==> config.mk <==
export PLATFORM = sky130hd
export DESIGN_NAME = mem_port_arbiter
export DESIGN_NICKNAME = d
export VERILOG_FILES = /design/src/rtl/mem_port_arbiter_pkg.sv /design/src/rtl/mem_arb_perf.sv /design/src/rtl/mem_port_arbiter.sv
export SDC_FILE = /design/constraint.sdc
export NUM_CORES = 1
export LEC_CHECK = 0
export ABC_CLOCK_PERIOD_IN_PS = 4200
export CORE_UTILIZATION = 41
export DETAILED_ROUTE_END_ITERATION = 10
export PLACE_DENSITY = 0.78
export SKIP_CTS_REPAIR_TIMING = 1
export SYNTH_ARGS = -nofsm -noshare
export SYNTH_HDL_FRONTEND = slang
export SYNTH_SLANG_ARGS = --single-unit
==> constraint.sdc <==
create_clock -name clk -period 4.2 [get_ports clk]
set_clock_uncertainty 0.2 [all_clocks]
set_input_delay 0.42 -clock clk [delete_from_list [all_inputs] [get_ports clk]]
set_output_delay 0.42 -clock clk [all_outputs]
set_load 0.005 [all_outputs]
==> src/rtl/mem_port_arbiter_pkg.sv <==
// Shared definitions for the IF/MEM unified-memory arbiter: FSM encodings,
// grant-source tags and the saturating increment used by the perf counters.
package mem_port_arbiter_pkg;

   typedef enum logic [1:0] {
      ARB_IDLE    = 2'd0,
      ARB_BUSY_IF = 2'd1,
      ARB_BUSY_DM = 2'd2,
      ARB_DONE    = 2'd3
   } arb_state_e;

   typedef enum logic {
      GNT_IF = 1'b0,
      GNT_DM = 1'b1
   } gnt_src_e;

   localparam int PERF_CNT_W = 32;

   function automatic logic [PERF_CNT_W-1:0] sat_inc(input logic [PERF_CNT_W-1:0] val);
      return (&val) ? val : val + 1'b1;
   endfunction

endpackage

==> src/rtl/mem_arb_perf.sv <==
// Saturating grant/stall statistics for the memory port arbiter; only
// instantiated when MEM_ARB_PERF_EN is defined.
module mem_arb_perf
   import mem_port_arbiter_pkg::*;
(
   input  logic                  clk,
   input  logic                  rst,
   input  logic                  perf_clr,
   input  logic                  if_grant,
   input  logic                  dm_grant,
   input  logic                  if_stall,
   input  logic                  mem_stall,
   output logic [PERF_CNT_W-1:0] if_grant_cnt,
   output logic [PERF_CNT_W-1:0] dm_grant_cnt,
   output logic [PERF_CNT_W-1:0] if_wait_cnt,
   output logic [PERF_CNT_W-1:0] dm_wait_cnt
);

   always_ff @(posedge clk) begin
      if (!rst || perf_clr) begin
         if_grant_cnt <= '0;
         dm_grant_cnt <= '0;
         if_wait_cnt  <= '0;
         dm_wait_cnt  <= '0;
      end else begin
         if (if_grant)  if_grant_cnt <= sat_inc(if_grant_cnt);
         if (dm_grant)  dm_grant_cnt <= sat_inc(dm_grant_cnt);
         if (if_stall)  if_wait_cnt  <= sat_inc(if_wait_cnt);
         if (mem_stall) dm_wait_cnt  <= sat_inc(dm_wait_cnt);
      end
   end

endmodule

==> src/rtl/mem_port_arbiter.sv <==
// Single-port memory arbiter between IF and MEM pipeline stages; MEM wins,
// with a bounded IF starvation guard. Define MEM_ARB_PERF_EN for perf counters.
//
// state       | meaning
// ARB_IDLE    | no access in flight, grant decision made here
// ARB_BUSY_IF | fetch access on the memory port, waiting for ram_ready
// ARB_BUSY_DM | load/store access on the memory port, waiting for ram_ready
// ARB_DONE    | one-cycle ack to the granted requester, no new grant
module mem_port_arbiter
   import mem_port_arbiter_pkg::*;
#(
   parameter int ADDR_WIDTH   = 32,
   parameter int DATA_WIDTH   = 32,
   parameter int STARVE_LIMIT = 4
) (
   input  logic                  clk,
   input  logic                  rst,
   input  logic                  if_req,
   input  logic [ADDR_WIDTH-1:0] if_addr,
   input  logic                  if_flush,
   output logic [DATA_WIDTH-1:0] if_rdata,
   output logic                  if_ack,
   input  logic                  dm_ren,
   input  logic                  dm_wen,
   input  logic [ADDR_WIDTH-1:0] dm_addr,
   input  logic [DATA_WIDTH-1:0] dm_wdata,
   output logic [DATA_WIDTH-1:0] dm_rdata,
   output logic                  dm_ack,
   output logic                  if_stall,
   output logic                  mem_stall,
   output logic                  ram_cs,
   output logic                  ram_we,
   output logic [ADDR_WIDTH-1:0] ram_addr,
   output logic [DATA_WIDTH-1:0] ram_din,
   input  logic [DATA_WIDTH-1:0] ram_dout,
   input  logic                  ram_ready
`ifdef MEM_ARB_PERF_EN
   ,
   input  logic                  perf_clr,
   output logic [PERF_CNT_W-1:0] if_grant_cnt,
   output logic [PERF_CNT_W-1:0] dm_grant_cnt,
   output logic [PERF_CNT_W-1:0] if_wait_cnt,
   output logic [PERF_CNT_W-1:0] dm_wait_cnt
`endif
);

   localparam int STREAK_W = (STARVE_LIMIT > 0) ? $clog2(STARVE_LIMIT + 1) : 1;
   localparam logic [STREAK_W-1:0] STREAK_MAX = STREAK_W'(STARVE_LIMIT);

   arb_state_e            state;
   arb_state_e            state_nxt;
   gnt_src_e              gnt;
   logic                  grant_if;
   logic                  grant_dm;
   logic                  dm_req;
   logic                  starve_hit;
   logic                  drop;
   logic [STREAK_W-1:0]   streak;
   logic [DATA_WIDTH-1:0] if_hold;
   logic [DATA_WIDTH-1:0] if_rdata_q;

   assign dm_req     = dm_ren | dm_wen;
   assign starve_hit = (STARVE_LIMIT != 0) && if_req && !if_flush && (streak == STREAK_MAX);

   always_ff @(posedge clk) begin
      if (!rst) state <= ARB_IDLE;
      else      state <= state_nxt;
   end

   always_comb begin
      state_nxt = state;
      grant_if  = 1'b0;
      grant_dm  = 1'b0;
      case (state)
         ARB_IDLE: begin
            if (dm_req && !starve_hit) begin
               grant_dm  = 1'b1;
               state_nxt = ARB_BUSY_DM;
            end else if (if_req && !if_flush) begin
               grant_if  = 1'b1;
               state_nxt = ARB_BUSY_IF;
            end
         end
         ARB_BUSY_IF,
         ARB_BUSY_DM: begin
            if (ram_ready) state_nxt = ARB_DONE;
         end
         ARB_DONE: state_nxt = ARB_IDLE;
         default:  state_nxt = ARB_IDLE;
      endcase
   end

   // Fetch data is parked in if_hold so a flush arriving in DONE can still
   // keep if_rdata at its previous value.
   always_ff @(posedge clk) begin
      if (!rst) begin
         gnt        <= GNT_IF;
         ram_we     <= 1'b0;
         ram_addr   <= '0;
         ram_din    <= '0;
         drop       <= 1'b0;
         if_hold    <= '0;
         if_rdata_q <= '0;
         dm_rdata   <= '0;
      end else begin
         if (grant_dm) begin
            gnt      <= GNT_DM;
            ram_addr <= dm_addr;
            ram_din  <= dm_wdata;
            ram_we   <= dm_wen;
            drop     <= 1'b0;
         end else if (grant_if) begin
            gnt      <= GNT_IF;
            ram_addr <= if_addr;
            ram_we   <= 1'b0;
            drop     <= 1'b0;
         end else if (if_flush && gnt == GNT_IF &&
                      (state == ARB_BUSY_IF || state == ARB_DONE)) begin
            drop <= 1'b1;
         end
         if (state == ARB_DONE) ram_we <= 1'b0;
         if (state == ARB_BUSY_IF && ram_ready) if_hold <= ram_dout;
         if (state == ARB_BUSY_DM && ram_ready && !ram_we) dm_rdata <= ram_dout;
         if (if_ack) if_rdata_q <= if_hold;
      end
   end

   always_ff @(posedge clk) begin
      if (!rst)                          streak <= '0;
      else if (!if_req || grant_if)      streak <= '0;
      else if (grant_dm && streak != STREAK_MAX) streak <= streak + 1'b1;
   end

   assign ram_cs    = (state == ARB_BUSY_IF) || (state == ARB_BUSY_DM);
   assign if_ack    = (state == ARB_DONE) && (gnt == GNT_IF) && !drop && !if_flush;
   assign dm_ack    = (state == ARB_DONE) && (gnt == GNT_DM);
   assign if_rdata  = if_ack ? if_hold : if_rdata_q;
   assign if_stall  = if_req & ~if_ack;
   assign mem_stall = dm_req & ~dm_ack;

`ifdef MEM_ARB_PERF_EN
   mem_arb_perf u_perf (
      .clk          (clk),
      .rst          (rst),
      .perf_clr     (perf_clr),
      .if_grant     (grant_if),
      .dm_grant     (grant_dm),
      .if_stall     (if_stall),
      .mem_stall    (mem_stall),
      .if_grant_cnt (if_grant_cnt),
      .dm_grant_cnt (dm_grant_cnt),
      .if_wait_cnt  (if_wait_cnt),
      .dm_wait_cnt  (dm_wait_cnt)
   );
`endif

endmodule

Word-level counts from Yosys, hierarchy flattened
Cells that the tools add are included.
{"block": "word_totals", "regBits": 168, "input_bits": 135, "out_inout_bits": 134, "elab_cells": 68}
{"block": "classes", "addsub": 1, "n_eq_ne": 7, "muxes": 15, "n_bitwise": 7, "n_reduce_logical": 28}
{"operator": "32-bit two-way mux", "n": 3}
{"operator": "1-bit logical AND", "n": 13}
{"operator": "1-bit two-way mux", "n": 8}
{"operator": "2-bit two-way mux", "n": 3}
{"operator": "3-bit != test, second input constant", "n": 2}
{"operator": "2-bit one-hot mux with 3 select lines", "n": 1}
{"operator": "2-bit OR reduction", "n": 3}
{"operator": "1-bit zero test", "n": 5}
{"operator": "2-bit == test, second input constant", "n": 2}
{"operator": "1-bit inverter", "n": 4}
{"operator": "3-bit by 1-bit adder with 3-bit output, second input constant", "n": 1}
{"operator": "3-bit == test, second input constant", "n": 1}
{"operator": "1-bit logical OR", "n": 3}
{"operator": "3-bit OR reduction", "n": 1}
{"operator": "1-bit AND", "n": 2}
{"operator": "2-bit by 1-bit == test with 1-bit output, second input constant", "n": 1}
{"operator": "2-bit zero test", "n": 1}
{"operator": "2-bit != test, second input constant", "n": 1}
{"operator": "2-bit AND reduction", "n": 1}
{"operator": "2-bit nonzero test", "n": 1}
{"operator": "1-bit bitwise OR", "n": 1}

Longest topological paths before layout
{"block": "depth", "word_depth": 9, "mapped_depth": 8, "mapped_depth_nobuf": 6}

Worst setup path before layout
OpenSTA, ideal clock, no wires.
{"block": "synth_path", "kind": "register -> output", "start": "reg state[0]", "end": "out if_rdata[10]", "t_arrival_ns": 1.503, "required_ns": 3.580, "setup_slack_ns": 2.077, "path_stages_with_launch": 5, "path_buffers": 1, "path_cell_list": "dfxtp_1 > ha_1 > nor4b_4 > buf_6 > mux2_4"}
{"block": "synth_via", "elab_chain_cells": 5}
{"element": "from (decl)", "line_no": "mem_port_arbiter.sv:50", "source": "arb_state_e state;"}
{"element": "from (signal assigned)", "line_no": "mem_port_arbiter.sv:67", "source": "else state <= state_nxt;"}
{"element": "2-bit == test", "line_no": "mem_port_arbiter.sv:135", "source": "assign if_ack = (state == ARB_DONE) && (gnt == GNT_IF) && !drop && !if_flush;"}
{"element": "1-bit logical AND (3 in a row)", "line_no": "mem_port_arbiter.sv:135"}
{"element": "32-bit two-way mux"}
{"element": "to (decl)", "line_no": "mem_port_arbiter.sv:21", "source": "output logic [DATA_WIDTH-1:0] if_rdata,"}
Every way passes these cells.

Worst setup path after layout
{"block": "layout_path", "start": "reg state[0]", "end": "out if_rdata[1]"}
The elaborated chain is that of the path after synthesis.

==> out/qor_table.md <==
| Metric | Value |
| --- | --- |
| Area enclosed by the die boundary | 16900 um^2 |
| Reg-to-reg critical path endpoint | if_rdata_q[1]$_SDFF_PN0_ |
| Maximum ir drop on the vdd rail | 0.301 mV |
| Post-synthesis sequential area ratio | 50.1% |
| Status | finished, final reports clean |
| Worst endpoint data arrival time | 2.66 ns |
| Clock transition at the register clock pins on the worst setup and hold paths after CTS | 0.07 ns |
| Hold Path End | ram_din[19]$_SDFFE_PN0P_ |
| Clock tree from TritonCTS | built |
| Fraction of registers with async set or reset after synthesis | 0% |
| Number of antenna violations at the first check in global routing | 0 |
| Max-slew violation count | 0 |
| Worst slew pin tran | 0.719 ns |
| Clk Latency, worst-skew pair | 0.42 ns |
| Cell type of the slowest stage on the worst timing path | sky130_fd_sc_hd__buf_4 |
| Top cell type's share of synthesized area | 50.1% |
| Cell type group with the largest total delay on the critical path | buffers and inverters |
| Number of endpoints with negative hold slack in the final report | 0 |
| Library cell used as clock root buffer | sky130_fd_sc_hd__clkbuf_16 |
| Core region area | 15900 um^2 |
| Fillers | 1363 |
| Largest net degree at the start of global routing | 85 |
| Average instance area after synthesis | 8.83 um^2 |
| Post-Syn Nets | 902 |
| Minimum clock period | 3.28 ns |
| Kind of critical path | flop to primary output |
| Reg2Reg Depth | 5 |
| Wire length of the first global-routing pass | 27300 um |
| First-pass iteration count of the detailed router | 4 |
| Total power after layout | 5370 uW |
| Endpoint required time on the critical path | 3.58 ns |
| Number of synthesized flops with an enable pin | 0 |
| Mapped cell area | 6720 um^2 |
| Signed area change from the synthesized netlist to the final layout | 50.2% |
| Reg2Reg Launch Point | state[0]$_SDFFE_PN0P_ |
| Final weighted congestion in routability-driven placement | 0.766 |
| RSZ-0062 raised after global routing | false |
| Detail Route Antenna Nets | 0 |
| Number of vias per cell | 4.81 |
| Count of distinct cell types in the synthesized netlist | 35 |
| Leading area contributor after synthesis | sky130_fd_sc_hd__dfxtp_1 |
| Number of instances in the synthesized netlist | 761 |
| Maximum operating frequency | 305 MHz |
| Chip Height | 130 um |
| Dominant synthesized flop cell | sky130_fd_sc_hd__dfxtp_1 |
| Quantity of I/O buffers inserted on ports | 268 |
| Leak | 0.00374 uW |
| Headroom to the max-slew limit | 52.1% |
| Total Routed Length | 18200 um |
| Period utilisation layout | 78.2% |
| Startpoint type of the worst setup path | flop |
| # rows | 46 |
| CP max stage delay | 0.53 ns |
| Residual overflow from global routing | 0 |
| Post-detailed-placement half-perimeter wirelength | 12700 um |
| Initial Util | 42.1% |
| Cells taking the most area after synthesis | sky130_fd_sc_hd__dfxtp_1, sky130_fd_sc_hd__nand2_1, sky130_fd_sc_hd__a21boi_0 |
| Critical path fanouts, max | 34 |
| Cell count of the worst hold path | 2 |
| Die Wd | 130 um |
| Crit path buffers/inverters | 2 |
| Number of vias after detailed routing | 5906 |
| Worst setup slack for register-to-register paths | 1.94 ns |
| Number of warnings issued by yosys | 0 |
| Hold Path Origin | ram_din[19]$_SDFFE_PN0P_ |
| Endpoint class of the critical path | primary output |
| Post-synthesis sequential element count | 168 |
| Final antenna diode count | 0 |
| Fraction of final layout cells sized beyond drive strength 1 | 7.70% |
| Routed length per instance | 14.8 um |
| Final number of setup-violating endpoints | 0 |
| First DRT Iteration DRCs | 291 |
| Crit path cell chain | ha_1 > nor4b_4 > buf_4 > mux2_2 > clkdlybuf4s50_1 |
| Number of global-route vias before repair | 5412 |
| # H-tree levels | 4 |
| Number of sinks on the clock net | 168 |
| Max-cap violations | 0 |
| Overall Global Routing Usage | 21.2% |
| Number of CTS-inserted buffers | 17 |
| Final setup TNS | 0 ns |
| Count of unresolved DRC violations after routing | 0 |
| Path class of the lowest-slack min-delay path | flop to flop |
| Net count of the finished layout | 1142 |
| Total power per unit cell area | 533 nW/um^2 |
| Number of buffers on the longest clock path | 2 |
| Number of ports placed on the die boundary | 269 |
## per-stage QoR
| step | hold slack [ns] | util [%] | setup slack, ns | instance area, um^2 | std cells |
|---|---|---|---|---|---|
| after floorplan | 0.240 | - | 2.08 | 6720 | 761 |
| after global placement | 0.243 | 59.6 | 1.04 | 9510 | 1198 |
| after detailed placement | 0.244 | 59.6 | 0.978 | 9510 | 1198 |
| after CTS | 0.255 | 63.3 | 0.850 | 10100 | 1229 |
| after global routing | 0.277 | 63.3 | 0.776 | 10100 | 1229 |
| final | 0.251 | 63.3 | 0.916 | 10100 | 1229 |
## cell usage in the layout, fill, tap and decap left out, types with 4 or more instances in the layout
cell type	count
sky130_fd_sc_hd__ha_1	6
sky130_fd_sc_hd__dfxtp_1	168
sky130_fd_sc_hd__mux2_2	4
sky130_fd_sc_hd__nand2_1	261
sky130_fd_sc_hd__a31oi_1	32
sky130_fd_sc_hd__and2_1	33
sky130_fd_sc_hd__inv_6	4
sky130_fd_sc_hd__mux2_4	28
sky130_fd_sc_hd__a21boi_0	86
sky130_fd_sc_hd__buf_4	9
sky130_fd_sc_hd__clkdlybuf4s50_1	267
sky130_fd_sc_hd__nor2_1	8
sky130_fd_sc_hd__o21ai_0	35
sky130_fd_sc_hd__clkbuf_16	17
sky130_fd_sc_hd__inv_1	7
sky130_fd_sc_hd__a21boi_1	11
## sequential cells by signal, indices dropped and copies added (netlist names)
register and flops:
dm_rdata 32, drop 1, gnt 1, if_hold 32, if_rdata_q 32, ram_addr 32
ram_din 32, ram_we 1, state 2, streak 3
## kinds of logic after synthesis
kind of cell | count (synthesis) | synth area share [%]
AO/OA/AOI/OAI | 173 | 17.3
XOR/XNOR | 1 | 0.130
adder cells (fa/ha/maj) | 6 | 1.12
buffers and inverters | 63 | 4.38
flip-flops | 168 | 50.1
multiplexers | 32 | 6.93
AND/OR/NAND/NOR | 318 | 20.0
## how the worst max path moves through the flow
stage                                from            to  slack [ns]  cells past startpoint
floorplan           state[0]$_SDFFE_PN0P_  if_rdata[10]        2.08                      4
global placement                 if_flush   if_rdata[0]        1.04                      5
detailed placement               if_flush   if_rdata[1]        0.98                      5
CTS                 state[1]$_SDFFE_PN0P_   if_rdata[1]        0.85                      5
global route        state[1]$_SDFFE_PN0P_   if_rdata[1]        0.78                      5
finish              state[0]$_SDFFE_PN0P_   if_rdata[1]        0.92                      5
## synth_stat cells, types with 4 or more instances
library cell / instances
sky130_fd_sc_hd__a21boi_0: 86
sky130_fd_sc_hd__a21boi_1: 11
sky130_fd_sc_hd__a31oi_1: 32
sky130_fd_sc_hd__and2_1: 33
sky130_fd_sc_hd__buf_2: 13
sky130_fd_sc_hd__buf_4: 5
sky130_fd_sc_hd__clkbuf_1: 35
sky130_fd_sc_hd__dfxtp_1: 168
sky130_fd_sc_hd__ha_1: 6
sky130_fd_sc_hd__inv_1: 7
sky130_fd_sc_hd__mux2_2: 4
sky130_fd_sc_hd__mux2_4: 28
sky130_fd_sc_hd__nand2_1: 261
sky130_fd_sc_hd__nor2_1: 8
sky130_fd_sc_hd__o21ai_0: 35
## cell type report
cell class	count	area, um^2	share of cell area [%]
Inverter	7	26.3	0.260
Multi-Input combinational cell	530	3090	30.6
Sequential cell	168	3360	33.3
Clock buffer	20	467	4.63
Timing Repair Buffer	277	2760	27.4
Tap cell	216	270	2.68
Clock inverter	11	111	1.10
## where the power goes
group,internal [uW],switching [uW]
logic,870,927
clock network,872,651
registers,1900,154
total,3640,1730
## routing by layer
layer / GRT usage (%) / routed length [um]
met3: 7.46 / 1310
met4: 6.84 / 239
met1: 25.4 / 7900
met2: 35.6 / 8710
met5: 0 / 0
## worst register-to-register path, delay by kind of cell (launching register included)
kind | cells | cell delay [ns]
fa+ha+maj | 1 | 0.23
simple gates | 2 | 0.37
flops | 1 | 0.38
buf+inv | 1 | 0.53
mux | 1 | 0.44
Power figures use the tool's default switching activity.
